File: config.mk
export PLATFORM = sky130hd
export DESIGN_NAME = seg_scan_ctrl
export DESIGN_NICKNAME = d
export VERILOG_FILES = /design/src/rtl/seg_scan_ctrl.sv
export SDC_FILE = /design/constraint.sdc
export NUM_CORES = 1
export LEC_CHECK = 0
export CORE_MARGIN = 1
export CORE_UTILIZATION = 59
export CTS_CLUSTER_SIZE = 40
export DETAILED_ROUTE_END_ITERATION = 12
export PLACE_DENSITY = 0.88
export SYNTH_ARGS = -nofsm -noshare
export SYNTH_HDL_FRONTEND = slang
export SYNTH_SLANG_ARGS = --single-unit
File: constraint.sdc
create_clock -name clk -period 2.8 [get_ports clk]
set_input_delay 0.56 -clock clk [delete_from_list [all_inputs] [get_ports clk]]
set_output_delay 0.56 -clock clk [all_outputs]
set_load 0.02 [all_outputs]
File: src/rtl/seg_scan_ctrl.sv
// Scan controller that time-shares one 3-bit seven-segment decoder across NDIG digits,
// with a double-buffered digit store swapped only at frame boundaries.
module seg_scan_ctrl #(
    parameter int NDIG  = 8,
    parameter int DIV   = 1000,
    parameter int BLANK = 16
) (
    input  logic            clk,
    input  logic            rst_n,
    input  logic            wr_en,
    input  logic [2:0]      wr_idx,
    input  logic [2:0]      wr_val,
    input  logic            wr_on,
    input  logic            commit,
    output logic            commit_pend,
    output logic            frame_start,
    output logic [2:0]      dec_b,
    output logic            dec_en,
    output logic [NDIG-1:0] dig_sel
);
    localparam int CW = (DIV > 1) ? $clog2(DIV) : 1;
    localparam int SW = $clog2(NDIG);
    localparam logic [CW-1:0] CNT_LAST   = CW'(DIV - 1);
    localparam logic [CW-1:0] BLANK_LAST = CW'(BLANK - 1);
    localparam logic [SW-1:0] SLOT_LAST  = SW'(NDIG - 1);

    typedef enum logic {PH_BLANK, PH_SHOW} phase_t;

    logic            run_q, run_d;
    logic [CW-1:0]   cnt_q, cnt_d;
    logic [SW-1:0]   slot_q, slot_d;
    phase_t          phase_q, phase_d;
    logic [2:0]      stg_val_q [NDIG];
    logic [2:0]      stg_val_d [NDIG];
    logic            stg_on_q  [NDIG];
    logic            stg_on_d  [NDIG];
    logic [2:0]      act_val_q [NDIG];
    logic [2:0]      act_val_d [NDIG];
    logic            act_on_q  [NDIG];
    logic            act_on_d  [NDIG];
    logic            commit_pend_q, commit_pend_d;
    logic            frame_start_q, frame_start_d;
    logic [2:0]      dec_b_q, dec_b_d;
    logic            dec_en_q, dec_en_d;
    logic [NDIG-1:0] dig_sel_q, dig_sel_d;
    logic            boundary;
    logic            show_d;

    // run_q holds the counters at zero for one edge after reset so that the
    // first visible cycle is (slot 0, cnt 0) with frame_start raised.
    always_comb begin
        run_d    = 1'b1;
        cnt_d    = cnt_q;
        slot_d   = slot_q;
        phase_d  = phase_q;
        boundary = run_q && (slot_q == SLOT_LAST) && (cnt_q == CNT_LAST);
        if (run_q) begin
            if (cnt_q == CNT_LAST) begin
                cnt_d   = '0;
                phase_d = PH_BLANK;
                slot_d  = (slot_q == SLOT_LAST) ? '0 : slot_q + 1'b1;
            end else begin
                cnt_d = cnt_q + 1'b1;
                if (cnt_q == BLANK_LAST) begin
                    phase_d = PH_SHOW;
                end
            end
        end
    end

    // Active loads the pre-write staging contents, so a same-cycle write waits for the next commit.
    always_comb begin
        for (int i = 0; i < NDIG; i++) begin
            stg_val_d[i] = stg_val_q[i];
            stg_on_d[i]  = stg_on_q[i];
            act_val_d[i] = (boundary && (commit_pend_q || commit)) ? stg_val_q[i] : act_val_q[i];
            act_on_d[i]  = (boundary && (commit_pend_q || commit)) ? stg_on_q[i]  : act_on_q[i];
        end
        if (wr_en && (int'(wr_idx) < NDIG)) begin
            stg_val_d[wr_idx[SW-1:0]] = wr_val;
            stg_on_d[wr_idx[SW-1:0]]  = wr_on;
        end
        commit_pend_d = boundary ? 1'b0 : (commit_pend_q || commit);
    end

    assign show_d = (phase_d == PH_SHOW);

    always_comb begin
        frame_start_d = (cnt_d == '0) && (slot_d == '0);
        dec_b_d       = show_d ? act_val_d[slot_d] : 3'd0;
        dec_en_d      = show_d && act_on_d[slot_d];
    end

    for (genvar gi = 0; gi < NDIG; gi++) begin : g_sel
        assign dig_sel_d[gi] = !(show_d && (slot_d == SW'(gi)));
    end

    always_ff @(posedge clk or negedge rst_n) begin
        if (!rst_n) begin
            run_q         <= 1'b0;
            cnt_q         <= '0;
            slot_q        <= '0;
            phase_q       <= PH_BLANK;
            commit_pend_q <= 1'b0;
            frame_start_q <= 1'b0;
            dec_b_q       <= 3'd0;
            dec_en_q      <= 1'b0;
            dig_sel_q     <= '1;
            for (int i = 0; i < NDIG; i++) begin
                stg_val_q[i] <= 3'd0;
                stg_on_q[i]  <= 1'b0;
                act_val_q[i] <= 3'd0;
                act_on_q[i]  <= 1'b0;
            end
        end else begin
            run_q         <= run_d;
            cnt_q         <= cnt_d;
            slot_q        <= slot_d;
            phase_q       <= phase_d;
            commit_pend_q <= commit_pend_d;
            frame_start_q <= frame_start_d;
            dec_b_q       <= dec_b_d;
            dec_en_q      <= dec_en_d;
            dig_sel_q     <= dig_sel_d;
            for (int i = 0; i < NDIG; i++) begin
                stg_val_q[i] <= stg_val_d[i];
                stg_on_q[i]  <= stg_on_d[i];
                act_val_q[i] <= act_val_d[i];
                act_on_q[i]  <= act_on_d[i];
            end
        end
    end

    assign commit_pend = commit_pend_q;
    assign frame_start = frame_start_q;
    assign dec_b       = dec_b_q;
    assign dec_en      = dec_en_q;
    assign dig_sel     = dig_sel_q;

endmodule

==> results.toml, run 1 <==
[routing]
via_per_inst = 6.094
drtIter0Drc = 164
wl_mm = 8.447
num_vias = 2645
detail-route-antenna-nets = 0
wl_per_cell_um = 19.46
drc_errors = 1
drt-pass1-iter-count = 8

[layout]
diodes = 0
nets = 366
nFillCells = 436
syn_to_final_growth_pct = 15.29
multi_input_area_um2 = 1560
drive_gt1_share_pct = 27.45
stdcell_area_um2 = 4652
ff_latch_area_um2 = 2337

[sta]
finalClockSkew_ns = 0.009225
relSlewSlack_pct = 58.83
fin_tns_setup_ns = 0
worst_pin_slew_ns = 0.6175
fmax_mhz = 388.4
finalSetupViolCount = 0
min_period_ns = 2.574
hold_violations = 0
rsz0062_at_grt = "false"
slew_violations = 0
finalCritPeriodShare_pct = 91.94

[power_and_ir_drop]
irDropWorstVdd_mv = 0.4846
p_leak_nw = 2.193
powerDensity_nw_per_um2 = 674.4

[clocking]
cts_root_buffer = "clkbuf_8"
numClockSinks = 93
clkLatencyLatePin_ns = 0.36
cts.repair.resized = 0
cts_setup_buffers = 0
cts-hold-fix-buffers = 0
cts_buffers = 9
tritoncts = "yes"
clk_pin_slew_ns = 0.09
htree_levels = 3
clock_path_buffers = 2

[grt]
grt_overflow = 0
grt_pass1_vias = 2745
grt_first_pass_wirelength_mm = 13.72
grt_usage_pct = 25.87
antenna_found_initial = 0
grt_max_degree = 49

[logic_synthesis]
ys_top_cells_by_area = "dfrtp_1 53%, mux2_2 14%, dfstp_2 5.2%"
synth_cells = 309
synth_area_um2 = 4035
yosysSeqAreaShare_pct = 57.92
yosysTopAreaCell = "dfrtp_1"
synth_top_area_share_pct = 52.71
avgSynthCellArea_um2 = 13.06
synth_flop_cell = "dfrtp_1"
synth_nets = 323
synth-edff-count = 0
yosys_warnings = 0
ys_top_cells_by_count = "85 x dfrtp_1, 51 x mux2_2, 20 x inv_1"
async_flop_share_pct = 100.0
yosysUniqueCellTypes = 48
ys_ff_latch = 93
synth_most_common_cell = "dfrtp_1"

[place]
dp_hpwl_mm = 5.885
place_area_um2 = 4432
io_buffers = 24
gp_congestion = 0.7993

[worst_setup_path]
r2r_slack_ns = 0.23
r2r-end = "dec_b[0]"
crit_required_ns = 3.05
slowest_stage = "dfrtp_1"
critical_path_arrival_ns = 2.82
cp_num_cells = 6
critPathLaunchType = "flip-flop"
crit_path_max_fanout = 10
cp_num_buf_inv = 0
critPathCaptureType = "flip-flop"
r2r-start = "cnt_q[3]"
reg2reg_depth = 6
cp-endpoint = "dec_b[0]"
cp_cell_sequence = "or3b_4 -> o31ai_1 -> nand2_1 -> mux2_1 -> nor3_1 -> o21ai_1"
max_stage_delay_ns = 0.50
crit_path_start = "cnt_q[3]"
cp_top_family = "simple AND/OR/NAND/NOR gates"
worstSetupPathType = "flip-flop to flip-flop"

[floorplanning]
ios = 25
die_h_um = 84.70
initial_utilization_pct = 62.48
die_width_um = 84.70
rows = 29
core-area_um2 = 6459
fp.dieArea_um2 = 7174

[outcome]
violations = "design-rule violations"
status = "finished with violations"

[min_path]
min_path_type = "input pin to asynchronous set/reset pin"

[run]
cap_violations = 0
[worst min path at each step]
stage,endpoint,startpoint,cells past startpoint,slack [ns]
3_5_place_dp,act_val_q[15],act_val_q[15],2,0.47
5_1_grt,act_val_q[5],rst_n,1,0.25
6_report,act_val_q[20],rst_n,1,0.21
4_1_cts,act_val_q[20],rst_n,1,0.21
3_3_place_gp,act_val_q[15],act_val_q[15],2,0.46
2_1_floorplan,act_on_q[0],rst_n,0,0.26
[cells by family after synthesis]
family | synth area share [%]
compound gates | 6.636
xor+xnor | 1.519
fa+ha+maj | 0.9303
buf+inv | 3.411
flops | 57.92
mux | 19.50
other cells | 0.09293
simple gates | 9.984
[report_power, final]
| part | leakage [nW] | internal [mW] | switching [mW] | total, mW |
|---|---|---|---|---|
| logic | 0.892 | 0.238 | 0.243 | 0.481 |
| clock network | 0.114 | 0.508 | 0.480 | 0.988 |
| registers | 1.19 | 1.52 | 0.153 | 1.67 |
| total | 2.19 | 2.26 | 0.876 | 3.14 |
[area by class of cell]
type / count / area share, %
clock buffers: 9 / 2.663
clock inverters: 7 / 2.071
inverters: 20 / 1.614
multi-input cells: 189 / 33.54
flip-flops and latches: 93 / 50.24
well taps: 77 / 2.071
repair buffers: 39 / 7.800
[layout by cell type, fill, tap and decap left out, types with 6 or more instances in the layout]
cell type	n
mux2i_1	19
nand3_1	7
clkbuf_8	9
dfstp_2	8
buf_4	15
dfrtp_1	85
clkdlybuf4s50_1	23
o21ai_1	6
inv_1	20
nand2_1	15
mux2_2	51
nor2_1	11
[sequential cells by signal (all words and copies together), names as in the netlist]
register and cells:
act_val_q 24, stg_val_q 24, cnt_q 10, act_on_q 8, dig_sel 8, stg_on_q 8, dec_b 3, slot_q 3
commit_pend 1, dec_en 1, frame_start 1, phase_q 1, run_q 1
[metrics by stage]
stage	power [mW]	hold WS (ns)	worst slack, ns	cells	util, %
floorplan	1.991	0.2644	0.3803	309	-
global placement	2.126	0.4648	0.1926	418	68.62
detailed placement	2.167	0.4656	0.1434	418	68.62
CTS	3.150	0.2134	0.2370	434	72.03
global route	3.278	0.2497	0.006705	434	72.03
finish	3.137	0.2085	0.2256	434	72.03
[per-layer routing]
| metal | global-route usage, % | part of all wire [%] |
|---|---|---|
| met1 | 35.13 | 44 |
| met2 | 41.69 | 50 |
| met3 | 4.818 | 3.7 |
| met4 | 10.17 | 2.0 |
| met5 | 0 | 0 |
[worst reg2reg max path, cell delays in order (launching register included)]
cell	delay [ns]
dfrtp_1	0.50
or3b_4	0.49
o31ai_1	0.44
nand2_1	0.40
mux2_1	0.42
nor3_1	0.13
o21ai_1	0.09
No activity file was read; power rests on OpenSTA's default activity.
==> run 2, diff against run 1 <==
--- a/config.mk
+++ b/config.mk
@@ -6,10 +6,10 @@
 export NUM_CORES = 1
 export LEC_CHECK = 0
 export CORE_MARGIN = 1
-export CORE_UTILIZATION = 59
+export CORE_UTILIZATION = 62
 export CTS_CLUSTER_SIZE = 40
 export DETAILED_ROUTE_END_ITERATION = 12
-export PLACE_DENSITY = 0.88
+export PLACE_DENSITY = 0.92
 export SYNTH_ARGS = -nofsm -noshare
 export SYNTH_HDL_FRONTEND = slang
 export SYNTH_SLANG_ARGS = --single-unit
==> constraint.sdc (replaced) <==
create_clock -name clk -period 3 [get_ports clk]
set_input_delay 0.6 -clock clk [delete_from_list [all_inputs] [get_ports clk]]
set_output_delay 0.6 -clock clk [all_outputs]
set_load 0.02 [all_outputs]
==> results.toml, run 2 (synthesis gave the netlist of run 1 again) <==
[worst_setup_path]
slowest_stage = "dfrtp_1"
crit_path_max_fanout = 32
critical_path_arrival_ns = 2.93
critPathLaunchType = "flip-flop"
critPathCaptureType = "flip-flop"
reg2reg_depth = 7
cp_top_family = "simple AND/OR/NAND/NOR gates"
r2r_slack_ns = 0.33
crit_path_start = "cnt_q[3]"
cp_cell_sequence = "or3b_4 -> nor4_4 -> buf_12 -> mux2_2 -> mux2_1 -> nor3_1 -> o21ai_1"
max_stage_delay_ns = 0.51
r2r-end = "dec_b[0]"
crit_required_ns = 3.25
cp_num_buf_inv = 1
worstSetupPathType = "flip-flop to flip-flop"
r2r-start = "cnt_q[3]"

[floorplanning]
initial_utilization_pct = 63.91
core-area_um2 = 6314
ios = 25
die_width_um = 82.68
die_h_um = 82.68
fp.dieArea_um2 = 6835
rows = 29

[power_and_ir_drop]
p_int_mw = 1.960
clock_power_share_pct = 28.3
seqPwrFrac_pct = 55.5
irDropWorstVdd_mv = 0.4597
p_sw_share_pct = 30.15
p_leak_nw = 2.153
pwr-share-comb_pct = 16.2
power_mw = 2.806
powerDensity_nw_per_um2 = 610.2
p_switching_uw = 845.9

[clocking]
clk_pin_slew_ns = 0.10
numClockSinks = 93
cts.repair.resized = 0
cts_root_buffer = "clkbuf_8"
clkLatencyLatePin_ns = 0.37
tritoncts = "yes"
cts-hold-fix-buffers = 0
clock_path_buffers = 2
cts_buffers = 9
htree_levels = 3
cts_setup_buffers = 0

[grt]
antenna_found_initial = 0
grt_overflow = 0
grt_usage_pct = 26.20
grt_pass1_vias = 2601
grt_first_pass_wirelength_mm = 12.67
grt_max_degree = 49

[sta]
min_period_ns = 2.672
slew_violations = 0
finalCritPeriodShare_pct = 89.07
rsz0062_at_grt = "false"
worst_pin_slew_ns = 0.5783
hold_violations = 0
setup_slack_ns = 0.3278
fin_tns_setup_ns = 0
hold_ws_ns = 0.2263
finalSetupViolCount = 0
fmax_mhz = 374.2
relSlewSlack_pct = 61.45
finalClockSkew_ns = 0.01357

[routing]
highest_layer = "met4"
wl_mm = 8.033
drc_errors = 0
detail-route-antenna-nets = 0
drt-pass1-iter-count = 4
via_per_inst = 6.058
wl_per_cell_um = 18.72
met2WireLength_mm = 4.022
drt-met1-wl_mm = 3.514
num_vias = 2599
drtIter0Drc = 246
wl_met3_um = 318

[place]
dp_cells = 413
io_buffers = 24
dp_hpwl_mm = 5.547
gp_congestion = 0.8310
place_area_um2 = 4407
post-place-ws_ns = 0.2436

[layout]
stdcell_area_um2 = 4598
layout_commonest_cell = "dfrtp_1"
ff_latch_area_um2 = 2337
drive_gt1_share_pct = 26.42
utilization_pct = 72.83
multi_input_area_um2 = 1560
syn_to_final_growth_pct = 13.95
top_regs = "act_val_q x24, stg_val_q x24, cnt_q x10"
fin_cells = 429
final_cell_mix = "85 x dfrtp_1, 51 x mux2_2, 23 x clkdlybuf4s50_1, 20 x inv_1, 19 x mux2i_1"
nFillCells = 423
nets = 361
diodes = 0

[run]
cap_violations = 0

[min_path]
min_path_type = "input pin to asynchronous set/reset pin"

[outcome]
status = "finished clean"
[run 2: changes by cell type in the layout (fill, tap and decap cells not counted), sizes merged]
| cell | delta |
|---|---|
| buf | -5 |
| bufinv | -2 |
| clkinvlp | +1 |
| inv | +1 |
[run 2: worst max-delay path by stage]
stage	to	slack, ns	cells past startpoint
after floorplan	dec_b[0]	0.58	8
after global routing	dec_b[0]	0.19	7
after detailed placement	dec_b[0]	0.24	8
after CTS	dec_b[0]	0.34	7
final	dec_b[0]	0.33	7
after global placement	dec_b[0]	0.28	8
[run 2: cell type report]
cell class	count	area share, %
flip-flops and latches	93	50.83
multi-input cells	189	33.93
clock inverters	7	1.469
clock buffers	9	2.694
inverters	20	1.633
repair buffers	34	7.347
well taps	77	2.095
[run 2: metal layers]
metal	global-route usage (%)	vias up
met5	0	-
met4	10.52	0
met3	7.033	19
met2	41.89	57
met1	33.89	1325
li1	-	1198
[run 2: worst reg2reg max path, stage by stage, from the launching register on]
cell and delay (ns):
dfrtp_1 0.51, or3b_4 0.49, nor4_4 0.33, buf_12 0.27, mux2_2 0.40, mux2_1 0.29
nor3_1 0.19, o21ai_1 0.10
[run 2: power groups by stage]
stage,Sequential [mW],Combinational [mW],Clock (mW)
floorplan,1.53,0.323,0
global placement,1.56,0.429,0
detailed placement,1.58,0.450,0
CTS,1.55,0.459,0.804
global route,1.58,0.510,0.850
finish,1.56,0.455,0.794
==> run 3, diff against run 2 <==
--- a/config.mk
+++ b/config.mk
@@ -5,11 +5,13 @@
 export SDC_FILE = /design/constraint.sdc
 export NUM_CORES = 1
 export LEC_CHECK = 0
+export ABC_AREA = 1
 export CORE_MARGIN = 1
 export CORE_UTILIZATION = 62
 export CTS_CLUSTER_SIZE = 40
 export DETAILED_ROUTE_END_ITERATION = 12
-export PLACE_DENSITY = 0.92
+export HOLD_SLACK_MARGIN = 0.06
+export PLACE_DENSITY = 0.91
 export SYNTH_ARGS = -nofsm -noshare
 export SYNTH_HDL_FRONTEND = slang
 export SYNTH_SLANG_ARGS = --single-unit
==> results.toml, run 3 <==
[logic_synthesis]
ys_ff_latch = 93
synth_nets = 553
yosysSeqAreaShare_pct = 54.19
yosysUniqueCellTypes = 28
synth_area_um2 = 4313
synth_most_common_cell = "nand2_1"
yosysTopAreaCell = "dfrtp_1"
synth_top_area_share_pct = 49.32
avgSynthCellArea_um2 = 8.002
yosys_warnings = 0
async_flop_share_pct = 100.0
synth_cells = 539
synth-edff-count = 0
ys_top_cells_by_area = "dfrtp_1 49%, nand2_1 15%, inv_1 9.4%"
ys_top_cells_by_count = "175 x nand2_1, 108 x inv_1, 85 x dfrtp_1"
synth_flop_cell = "dfrtp_1"

[sta]
rsz0062_at_grt = "false"
finalClockSkew_ns = 0.01367
finalSetupViolCount = 0
worst_pin_slew_ns = 0.6586
fmax_mhz = 441.0
slew_violations = 0
finalCritPeriodShare_pct = 75.59
min_period_ns = 2.268
hold_violations = 0
fin_tns_setup_ns = 0
setup_slack_ns = 0.7324
relSlewSlack_pct = 55.75

[grt]
grt_usage_pct = 28.47
grt_max_degree = 58
grt_pass1_vias = 3526
grt_overflow = 0
antenna_found_initial = 0
grt_first_pass_wirelength_mm = 15.90

[layout]
multi_input_area_um2 = 1504
diodes = 0
utilization_pct = 71.44
nFillCells = 515
nets = 584
stdcell_area_um2 = 4827
drive_gt1_share_pct = 8.522
top_regs = "act_val_q x24, stg_val_q x24, cnt_q x10"
layout_commonest_cell = "nand2_1"
syn_to_final_growth_pct = 11.92
final_cell_mix = "175 x nand2_1, 108 x inv_1, 85 x dfrtp_1, 38 x nor2_1, 36 x o21ai_0"
ff_latch_area_um2 = 2337

[routing]
via_per_inst = 5.307
num_vias = 3476
drtIter0Drc = 215
met2WireLength_mm = 4.674
wl_mm = 9.387
drt-met1-wl_mm = 3.944
drc_errors = 0
highest_layer = "met4"
wl_per_cell_um = 14.33
wl_met3_um = 444
drt-pass1-iter-count = 5
detail-route-antenna-nets = 0

[worst_setup_path]
critPathLaunchType = "flip-flop"
critical_path_arrival_ns = 2.57
critPathCaptureType = "flip-flop"
worstSetupPathType = "flip-flop to flip-flop"
crit_path_max_fanout = 32
crit_required_ns = 3.30

[clocking]
htree_levels = 3
cts-hold-fix-buffers = 0
cts.repair.resized = 0
clk_pin_slew_ns = 0.09
clkLatencyLatePin_ns = 0.35
cts_buffers = 9
numClockSinks = 93
tritoncts = "yes"
clock_path_buffers = 2
cts_root_buffer = "clkbuf_8"
cts_setup_buffers = 0

[power_and_ir_drop]
power_mw = 2.840
p_switching_uw = 879.1
pwr-share-comb_pct = 18.2
p_int_mw = 1.961
p_leak_nw = 2.580
irDropWorstVdd_mv = 0.3316
powerDensity_nw_per_um2 = 588.4
p_sw_share_pct = 30.95
clock_power_share_pct = 27.4
seqPwrFrac_pct = 54.3

[floorplanning]
die_width_um = 85.41
initial_utilization_pct = 63.83
die_h_um = 85.41
ios = 25
core-area_um2 = 6756
rows = 30
fp.dieArea_um2 = 7294

[min_path]
min_path_type = "input pin to asynchronous set/reset pin"

[place]
place_area_um2 = 4642
gp_congestion = 0.8514
dp_hpwl_mm = 6.706
io_buffers = 24
post-place-ws_ns = 0.5496

[run]
cap_violations = 0

[outcome]
status = "finished clean"
[run 3: through the flow]
step           hold slack [ns]  cells
5_1_grt                 0.2238    655
3_3_place_gp            0.4656    639
3_5_place_dp            0.4741    639
2_1_floorplan           0.3044    539
6_report                0.2017    655
4_1_cts                 0.2078    655
[run 3: power groups by stage]
stage                     sequential, mW  combinational [mW]  clock (mW)
after CTS                           1.54               0.519       0.793
after floorplan                     1.56               0.305           0
after global routing                1.56               0.590       0.841
after global placement              1.55               0.491           0
final                               1.54               0.518       0.779
after detailed placement            1.56               0.516           0
[run 3: area by class of cell]
cell class / instances / share of cell area [%]
Clock buffer: 12 / 3.214
Timing Repair Buffer: 27 / 5.651
Inverter: 114 / 8.865
Multi-Input combinational cell: 325 / 31.16
Sequential cell: 93 / 48.42
Tap cell: 80 / 2.074
Clock inverter: 4 / 0.6221
[run 3: worst max-delay path: stages, from the launching register on]
cell and delay [ns]:
dfrtp_1 0.39, ha_1 0.22, nand2_2 0.10, nor2_4 0.12, nand2_2 0.10, nor2_8 0.25, nand3_4 0.35, nand2_1 0.16
nand2_1 0.09, nand2_1 0.08, nand2_1 0.06, nor2_1 0.15, nand2_1 0.08, nand2_1 0.07
[run 3: per-layer routing]
metal / vias up / track usage (%)
li1: 1702 / -
met1: 1616 / 35.25
met2: 128 / 47.85
met3: 30 / 4.767
met4: 0 / 15.61
met5: - / 0
[run 3: cells by family (layout without fill, tap and decap cells)]
| logic type | count (synthesis) | after routing | synth area share (%) |
|---|---|---|---|
| AND/OR/NAND/NOR | 265 | 265 | 27.33 |
| buffers and inverters | 121 | 157 | 10.94 |
| flip-flops | 93 | 93 | 54.19 |
| AO/OA/AOI/OAI | 55 | 55 | 6.382 |
| adder cells (fa/ha/maj) | 3 | 3 | 0.8704 |
| other | 1 | 1 | 0.08695 |
| XOR/XNOR | 1 | 1 | 0.2031 |
[run 3: worst paths after layout]
| kind | start | to | slack [ns] | cells past startpoint |
|---|---|---|---|---|
| max | cnt_q[0] | dec_en | 0.73 | 13 |
| min | rst_n | slot_q[1] | 0.20 | 1 |
| max reg2reg | cnt_q[0] | dec_en | 0.73 | 13 |
| min reg2reg | stg_val_q[21] | stg_val_q[21] | 0.49 | 2 |
| max in group asynchronous | rst_n | act_val_q[2] | 2.15 | 2 |
| min in group clk | stg_val_q[21] | stg_val_q[21] | 0.49 | 2 |
